<file path="src/rtl/ifetch_queue.sv">
// ifetch_queue: instruction prefetch FIFO with redirect flush and in-flight request draining
module ifetch_queue #(
  parameter int DEPTH = 4
) (
  input  logic        clk,
  input  logic        rst_n,
  input  logic        redirect,
  input  logic [7:0]  redirect_addr,
  output logic        mem_req,
  output logic [7:0]  mem_addr,
  input  logic        mem_ack,
  input  logic [15:0] mem_rdata,
  output logic        out_valid,
  input  logic        out_ready,
  output logic [15:0] out_instr,
  output logic [7:0]  out_addr
);
  localparam int AW = $clog2(DEPTH);
  localparam logic [AW:0] FULL = (AW+1)'(DEPTH);
  typedef enum logic [1:0] {IDLE, REQ, DRAIN} state_e;
  state_e state_q, state_d;
  logic [7:0] fa_q, fa_d, pend_q, pend_d;
  logic req_q;
  logic [AW:0] cnt_q, cnt_d;
  logic [AW-1:0] rd_q, wr_q;
  logic [7:0] addr_q [DEPTH];
  logic [15:0] instr_q [DEPTH];
  logic push, pop;
  assign mem_req = req_q;
  assign mem_addr = fa_q;
  assign out_valid = cnt_q != '0;
  assign out_addr = addr_q[rd_q];
  assign out_instr = instr_q[rd_q];
  assign pop = out_valid && out_ready;
  assign push = state_q == REQ && mem_ack && !redirect;
  always_comb begin
    cnt_d = redirect ? '0 : cnt_q + {{AW{1'b0}}, push} - {{AW{1'b0}}, pop};
    state_d = state_q;
    fa_d = fa_q;
    pend_d = pend_q;
    case (state_q)
      IDLE: begin
        fa_d = redirect ? redirect_addr : fa_q;
        state_d = (redirect || cnt_q < FULL) ? REQ : IDLE;
      end
      REQ: begin
        fa_d = mem_ack ? (redirect ? redirect_addr : fa_q + 8'd1) : fa_q;
        pend_d = (!mem_ack && redirect) ? redirect_addr : pend_q;
        state_d = (!mem_ack && redirect) ? DRAIN : (push && cnt_d == FULL) ? IDLE : REQ;
      end
      DRAIN: begin
        fa_d = mem_ack ? (redirect ? redirect_addr : pend_q) : fa_q;
        pend_d = (!mem_ack && redirect) ? redirect_addr : pend_q;
        state_d = mem_ack ? REQ : DRAIN;
      end
      default: state_d = IDLE;
    endcase
  end
  always_ff @(posedge clk) begin
    if (!rst_n) begin
      state_q <= IDLE;
      fa_q <= '0;
      pend_q <= '0;
      req_q <= 1'b0;
      cnt_q <= '0;
      rd_q <= '0;
      wr_q <= '0;
    end else begin
      state_q <= state_d;
      fa_q <= fa_d;
      pend_q <= pend_d;
      req_q <= state_d != IDLE;
      cnt_q <= cnt_d;
      rd_q <= redirect ? '0 : rd_q + AW'(pop);
      wr_q <= redirect ? '0 : wr_q + AW'(push);
    end
  end
  always_ff @(posedge clk) begin
    if (push) begin
      addr_q[wr_q] <= fa_q;
      instr_q[wr_q] <= mem_rdata;
    end
  end
endmodule

</file>
<file path="config.mk">
export PLATFORM = sky130hd
export DESIGN_NAME = ifetch_queue
export DESIGN_NICKNAME = d
export VERILOG_FILES = /design/src/rtl/ifetch_queue.sv
export SDC_FILE = /design/constraint.sdc
export NUM_CORES = 1
export LEC_CHECK = 0
export ABC_AREA = 1
export CORE_MARGIN = 2
export CORE_UTILIZATION = 57
export DETAILED_ROUTE_END_ITERATION = 16
export DONT_BUFFER_PORTS = 1
export GPL_ROUTABILITY_DRIVEN = 1
export PLACE_DENSITY_LB_ADDON = 0.3
export SYNTH_ARGS = -nofsm -noshare
export SYNTH_HDL_FRONTEND = slang
export SYNTH_SLANG_ARGS = --single-unit
</file>
<file path="constraint.sdc">
create_clock -name clk -period 3.5 [get_ports clk]
set_input_delay 0.7 -clock clk [delete_from_list [all_inputs] [get_ports clk]]
set_output_delay 0.7 -clock clk [all_outputs]
set_load 0.02 [all_outputs]
</file>
==> run summary, run 1 <==
Cells fill 66.8% of the core in the end. The antenna diode count is 0, and the global placer's final weighted congestion is 0.938. The tool flagged a number of max-cap violations equal to 0. In this run the deepest clock path goes through 2 buffers. The count of final hold-check violations was 0; the number of DRC violations after detailed routing was 0. The tools report the summed instance area of the synthesized netlist as 0.00501 sq mm. Of the total power, the clock network draws 47.4%. The uppermost metal layer occupied by signal nets is met4. After detailed routing, the average wire length per cell comes to 17.0 microns. The clock arrives with 0.00601 ns of skew.

Port buffering added 0 buffers. The max-slew violation count came out at 0. For the pin with the worst max-slew slack, the measured transition is 0.773 ns. Sequential cells account for 47.2% of the total power. Synthesis produced a netlist with a net count of 484. From left edge to right edge, the die measures 97.8 microns. The HPWL after detailed placement is 6.26 mm. Summing all non-filler instances in the final layout gives an area of 0.00577 sq mm. The register bit total from synthesis is 122. The tools report the number of rows created at floorplan as 34. Based on the critical path, the design can be clocked at up to 0.358 GHz. The worst-case IR drop observed on VDD is 0.365 mV. Cell internal power was estimated by the tool at 2740 uW. The path class of the tightest hold or removal check is in -> reg. Including well taps, the total number of placed cells is 545. The tools report the initial antenna violation count as 0.

The library cells used most frequently in the layout, excluding fill and tap cells, are 96 x sky130_fd_sc_hd__edfxtp_1, 66 x sky130_fd_sc_hd__nor2_1, 66 x sky130_fd_sc_hd__o21ai_0, 39 x sky130_fd_sc_hd__nand2_1, 35 x sky130_fd_sc_hd__inv_1. The core region area is 0.00864 sq mm. The critical path in this run is classified as reg -> out.

The relative max-transition margin came out at 48.2%. The type of origin of the critical path is a flip-flop. The run gives 22.1% as the global-route usage over all layers. Summing all placed instances gives a cell area of 0.00520 sq mm. Once layout is complete, the cells apart from fillers number 577. The routed wire length was 9.82 mm. The tools report the net total in the final layout as 494.

In this run the count of I/O pins placed on the die edge is 63. The global-route wire length before repair is 16.4 mm. For the CTS H-tree depth, the log shows 4. After clock tree synthesis, the clock-pin slew on the worst setup and hold paths is 0.06 ns.

Net switching is 22.0% of the power. The part of the power in combinational logic was 5.5%. In this run, post-CTS repair resized a total of 0 instances. The number of buffers inserted for hold repair after clock tree synthesis is 0. After technology mapping, the gate count stands at 446. At the worst endpoint, the arrival time is 2.09 ns. The residual antenna-violating net count after detailed routing is 0, and the total length of routed met2 wires is 4.96 mm. The routed layout has 3283 vias. The tree built by TritonCTS fans out to 122 sinks. The distinct cell type count of the synthesized netlist was 35; the signed area change from the synthesized netlist to the final layout was 15.1%. The starting utilization of the core area was 58.1%; the fraction of final layout cells sized beyond drive strength 1 was 12.4%. The tools report the clock insertion delay at the later pin of the skew report as 0.51 ns. The tree is rooted in a sky130_fd_sc_hd__clkbuf_8. After the first detailed-routing iteration, the DRC count stood at 183. Setup repair after global routing left no endpoint under its margin. Summed over all nets, the switching power comes to 775 uW. The routed design uses 756 microns of met3 wire. The detailed router put a total of 3.94 mm of wire on met1. The logs give 0 for the number of post-CTS setup repair buffers and 17 for the total clock buffers created by CTS. The average instance in the mapped netlist occupies 11.2 sq um. The register area share after synthesis is 67.9%. Measured along the y axis, the die boundary spans 97.8 microns. In the finished design, the share of the clock period the worst path needs comes to 79.8%. Subtracting the final worst setup slack from the clock period gives 2.79 ns. For the worst setup path, the data required time is 2.80 ns. The logs give 51 for the pin count of the biggest net entering global routing and 0 for the total number of yosys warnings. TritonCTS built the clock tree. Leaving out fill and tap cells, the most frequent cell in the layout is sky130_fd_sc_hd__edfxtp_1.

The via count normalized by instance count was 5.69. After filler insertion, the fill cell instance count of the layout stands at 651. The die covers 0.00956 sq mm. Of all nets on the critical path, the largest fanout is 25.

After routing, the total negative slack on setup checks comes to 0 ns. The pre-antenna-repair detailed-routing pass consisted of 5 iterations. Final global-route overflow total: 0. The power density over cell area was 610 mW/mm^2; the leakage power summed over all cells was 0.00206 uW. Via count of the first global-routing pass: 3331. The run finished with clean final reports. Setup violations remaining at the end of the flow were counted as 0.

STA classifies the critical path endpoint as an output port.
## cell usage after synthesis
library cell               count  area share, %
sky130_fd_sc_hd__a21oi_4       1           0.32
sky130_fd_sc_hd__edfxtp_1     96             57
sky130_fd_sc_hd__o21ai_0      66            6.6
sky130_fd_sc_hd__nand2_1      39            2.9
sky130_fd_sc_hd__nor3_2        1           0.20
sky130_fd_sc_hd__o21bai_1      2           0.30
sky130_fd_sc_hd__buf_2         4           0.40
sky130_fd_sc_hd__xnor2_1       1           0.17
sky130_fd_sc_hd__o211ai_1      1           0.15
sky130_fd_sc_hd__ha_1          8            2.0
sky130_fd_sc_hd__a21oi_1      19            1.9
sky130_fd_sc_hd__o21ai_1       2           0.20
sky130_fd_sc_hd__nand3_1      11            1.1
sky130_fd_sc_hd__nand3b_1      1           0.15
sky130_fd_sc_hd__o31ai_1       1           0.15
sky130_fd_sc_hd__a21oi_2       1           0.17
sky130_fd_sc_hd__fa_1          1           0.40
sky130_fd_sc_hd__nor2_2        1           0.12
sky130_fd_sc_hd__inv_6         1           0.17
sky130_fd_sc_hd__xor2_1        1           0.17
sky130_fd_sc_hd__o21ai_2       3           0.52
sky130_fd_sc_hd__buf_1         2           0.15
sky130_fd_sc_hd__o22ai_1      27            3.4
sky130_fd_sc_hd__inv_1        35            2.6
sky130_fd_sc_hd__nor2_1       66            4.9
sky130_fd_sc_hd__clkbuf_1     11           0.82
sky130_fd_sc_hd__nor2_4        1           0.22
sky130_fd_sc_hd__inv_2         4           0.30
sky130_fd_sc_hd__nor3_1        8           0.80
sky130_fd_sc_hd__a31oi_1       1           0.12
sky130_fd_sc_hd__dfxtp_1      26             10
sky130_fd_sc_hd__nand2_4       1           0.22
sky130_fd_sc_hd__buf_4         1           0.15
sky130_fd_sc_hd__a22oi_1       1           0.15
sky130_fd_sc_hd__or2_2         1           0.12
## logic make-up after synthesis
logic type | Yosys count | share of synthesized area (%)
simple gates | 130 | 10.8
buf+inv | 58 | 4.62
fa+ha+maj | 9 | 2.40
flops | 122 | 67.9
compound gates | 125 | 14.0
xor+xnor | 2 | 0.349
## final timing paths
check | start | to | slack (ns) | depth (start not counted)
worst max-delay path | rd_q[1] | out_addr[6] | 0.71 | 3
worst min-delay path | mem_rdata[4] | instr_q[3][4] | 0.28 | 0
worst max register to register | state_q[1] | mem_req | 0.91 | 12
worst min register to register | pend_q[6] | pend_q[6] | 0.45 | 2
## critical path, cell delays in order (launching register included)
cell	delay, ns
sky130_fd_sc_hd__dfxtp_1	0.30
sky130_fd_sc_hd__inv_1	0.56
sky130_fd_sc_hd__o21ai_0	0.23
sky130_fd_sc_hd__o22ai_1	0.49
## routing by layer
layer	vias up	GRT usage, %
met5	-	0
met2	104	37.7
met1	1564	26.0
met3	15	8.80
met4	0	6.62
li1	1600	-
## power groups by stage
| stage | registers, uW | clock network [uW] | logic (uW) |
|---|---|---|---|
| after global placement | 1690 | 0 | 186 |
| final | 1660 | 1670 | 192 |
| after detailed placement | 1690 | 0 | 190 |
| after floorplan | 1680 | 0 | 157 |
| after CTS | 1660 | 1690 | 192 |
| after global routing | 1670 | 1760 | 216 |
## through the flow
| stage | setup slack (ns) | hold slack [ns] | total power (uW) |
|---|---|---|---|
| 2_1_floorplan | 0.353 | 0.423 | 1830 |
| 3_3_place_gp | 0.980 | 0.433 | 1870 |
| 3_5_place_dp | 0.885 | 0.438 | 1880 |
| 4_1_cts | 0.677 | 0.265 | 3540 |
| 5_1_grt | 0.514 | 0.247 | 3640 |
| 6_report | 0.706 | 0.280 | 3520 |
## area by class of cell
| cell class | count | area [sq um] | area share, % |
|---|---|---|---|
| sequential | 122 | 3400 | 59.0 |
| multi-input combinational | 266 | 1400 | 24.2 |
| clock buffer | 19 | 422 | 7.31 |
| inverter | 40 | 155 | 2.69 |
| clock inverter | 13 | 153 | 2.64 |
| tap | 108 | 135 | 2.34 |
| timing repair buffer | 9 | 105 | 1.82 |
## sequential cells by signal, indices dropped and copies added, names as in the netlist
register  flops
addr_q       32
cnt_q         3
instr_q      64
mem_addr      8
mem_req       1
pend_q        8
rd_q          2
state_q       2
wr_q          2
(Power assumes the default switching activity.)
==> inputs of run 2 (changes only) <==
Clock period 3.5 ns to 2.9 ns, I/O delays scaled along.
==> run 2 against run 1 <==
Against the previous run:
- setup slack lost 0.51 ns
- critical endpoint is now out_instr[6]
- first-iteration DRC count rose by 26%
- highest routed layer unchanged
- flip-flop and latch count stayed put
- critical path type unchanged
- global-route usage grew 0.071 points
- core utilization is 0.81 points higher
- sequential share of layout area is 0.71 points lower
- largest power group unchanged
==> run summary, run 2 (synthesized netlist as in run 1, its figures left out) <==
The flow ran to the end, and the final reports show no timing, DRC or antenna violations. For the global placer's final weighted congestion, the log shows 0.879 (-6.3%). The tools report the net total in the final layout as 497 (+0.61%).

The clock slew seen by the registers of the worst setup and hold paths is 0.06 ns (about the same). The fraction of final layout cells sized beyond drive strength 1 was 13.1% (+0.77 points). Area occupied by registers: 0.00340 sq mm (unchanged). The library cells used most frequently in the layout, excluding fill and tap cells, are 96 x sky130_fd_sc_hd__edfxtp_1, 66 x sky130_fd_sc_hd__nor2_1, 66 x sky130_fd_sc_hd__o21ai_0, 39 x sky130_fd_sc_hd__nand2_1, 35 x sky130_fd_sc_hd__inv_1. The total die area was 0.00956 sq mm (unchanged); the global-route usage over all layers was 22.2% (+0.071 points). Maximum net fanout on the critical path: 18 (-28%).

The number of buffers inserted for hold repair after clock tree synthesis came out at 0 (unchanged). The run gives 0.00140 sq mm (unchanged) as the combined area of the multi-input logic cells. The fill cell total of the finished layout was 641 (-1.5%). STA classifies the critical path startpoint as a flip-flop. The via count normalized by instance count came out at 5.62 (-1.2%). For the post-place instance area, the log shows 0.00518 sq mm (-0.29%). The number of DRC violations after detailed routing was 0 (unchanged). The via count of the first global-routing pass was 3366 (+1.1%). The CTS sink count is 122 (unchanged), and the residual antenna-violating net count after detailed routing is 0 (unchanged). Count of max-cap constraint violations: 0 (unchanged). The logs give 29 (-43%) for the pin count of the biggest net entering global routing and 2.32 ns (-0.48 ns) for the worst endpoint required time. The number of DRC violations after detailed-routing iteration 0 came out at 231 (+26%). Sink of the worst hold path: instr_q[3][3].

For this run, the top clock speed supported by timing is 0.370 GHz. The clock period could shrink to 2.70 ns. The routed wire length was 9.83 mm (about the same). The class of the most critical setup path is reg -> out.

For the flop-to-flop setup slack, the log shows 0.55 ns (-0.36 ns). The worst-case clock buffer depth is 2 (unchanged). The post-detailed-route wirelength per cell is 16.9 microns (-0.44%), and the total negative slack is 0 ns (unchanged). The count of TritonRoute iterations in the first routing pass is 4 (-1).

The largest registers in the layout are instr_q (64), addr_q (32). The global-route wire length before repair is 16.4 mm (-0.13%). The logic depth of the worst register-to-register path was 13 (+1); the overall via count from detail_route was 3260 (-0.70%).

The starting utilization of the core area came out at 58.1% (unchanged). In this run the critical register-to-register path is captured at mem_req. The logs give 0.461 mV (+26%) for the highest ir drop seen on vdd and 0 (unchanged) for the final global-route overflow total. The clock insertion delay at the later pin of the skew report came out at 0.50 ns (about the same). The post-cts resize count was 0 (unchanged); the total clock buffers created by CTS was 17 (unchanged).

The tools report the leakage power summed over all cells as 0.00210 uW (+1.8%). For the max-slew violation count, the log shows 0 (unchanged). The number of flip-flops under the largest register name works out to 64 (unchanged). The final cell area excluding filler cells was 0.00584 sq mm (+1.2%).

Core region area: 0.00864 sq mm (unchanged). The initial antenna violation count is 0 (unchanged). The number of cells on the worst hold path was 0 (unchanged).

The port buffer count is 0 (unchanged). The min-delay analysis places its worst path in the category in -> reg. The CTS H-tree depth came out at 4 (unchanged). The startpoint identified for the worst register-to-register timing path is cnt_q[1]. The worst path uses 93.2% of the clock period. Critical hold path startpoint: mem_rdata[3]. The final worst clock skew was 0.00749 ns (+0.00148 ns); the signed area change from the synthesized netlist to the final layout was 16.5%.

The run gives 34 (unchanged) as the number of rows created at floorplan. The kind of end point of the critical path is an output port. The relative max-transition margin is 58.5% (+10 points), and the final HPWL from detailed placement is 6.00 mm (-4.2%). Transition at the pin with the smallest max-transition slack: 0.622 ns (-0.150 ns). For the total of endpoints with negative setup slack in the final report, the log shows 0 (unchanged).

The x dimension of the die came out at 97.8 microns (unchanged). Commonest non-fill, non-tap cell in the layout: sky130_fd_sc_hd__edfxtp_1. Clock tree synthesis selected as its root buffer the cell sky130_fd_sc_hd__clkbuf_8. Count of final hold-check violations: 0 (unchanged). The number of top-level pins was 63 (unchanged). Setup repair after global routing left no endpoint under its margin. The die span in y came out at 97.8 microns (unchanged).

The antenna diode count is 0 (unchanged), and the endpoint arrival time on the critical path is 2.12 ns (+0.03 ns). TritonCTS built the clock tree. The register with the most flip-flops in the final layout is instr_q. The run gives 0 (unchanged) as the number of post-CTS setup repair buffers. The power density over cell area was 777 mW/mm^2 (+27%).
## run 2: worst max path at each step
stage / from / to / slack, ns
finish: rd_q[1] / out_instr[6] / 0.20
global route: rd_q[1] / out_instr[6] / 0.08
CTS: rd_q[1] / out_instr[6] / 0.17
detailed placement: cnt_q[1] / mem_req / 0.53
global placement: cnt_q[1] / mem_req / 0.64
floorplan: redirect / addr_q[0][0] / -0.13
## run 2: routing by layer
metal  wire length (microns)  GRT usage (%)
met1                    3970           26.3
met2                    5090           37.9
met3                     672           7.73
met4                     102           7.80
met5                       0              0
## run 2: final cells by class
type,count,share of cell area (%)
flip-flops and latches,122,58.3
multi-input cells,266,23.9
clock buffers,17,7.09
clock inverters,15,4.20
inverters,40,2.66
well taps,108,2.31
repair buffers,12,1.54
## run 2: report_power, final
group	internal, uW	switching [uW]
combinational	73.8	156
sequential	1940	65.5
clock	1570	732
## run 2: worst max-delay path: stages, from the launching register on
cell and delay [ns]:
sky130_fd_sc_hd__dfxtp_1 0.71, sky130_fd_sc_hd__buf_4 0.28, sky130_fd_sc_hd__o21ai_0 0.13, sky130_fd_sc_hd__o22ai_1 0.48
## run 2: through the flow
stage | hold WS (ns) | total power (uW) | utilization (%) | cells | setup WS [ns]
after floorplan | 0.423 | 2210 | - | 446 | -0.127
after CTS | 0.148 | 4580 | 67.6 | 580 | 0.174
after global routing | 0.135 | 4700 | 67.6 | 580 | 0.0828
after global placement | 0.431 | 2260 | 60.0 | 548 | 0.642
final | 0.165 | 4540 | 67.6 | 580 | 0.198
after detailed placement | 0.440 | 2270 | 60.0 | 548 | 0.534
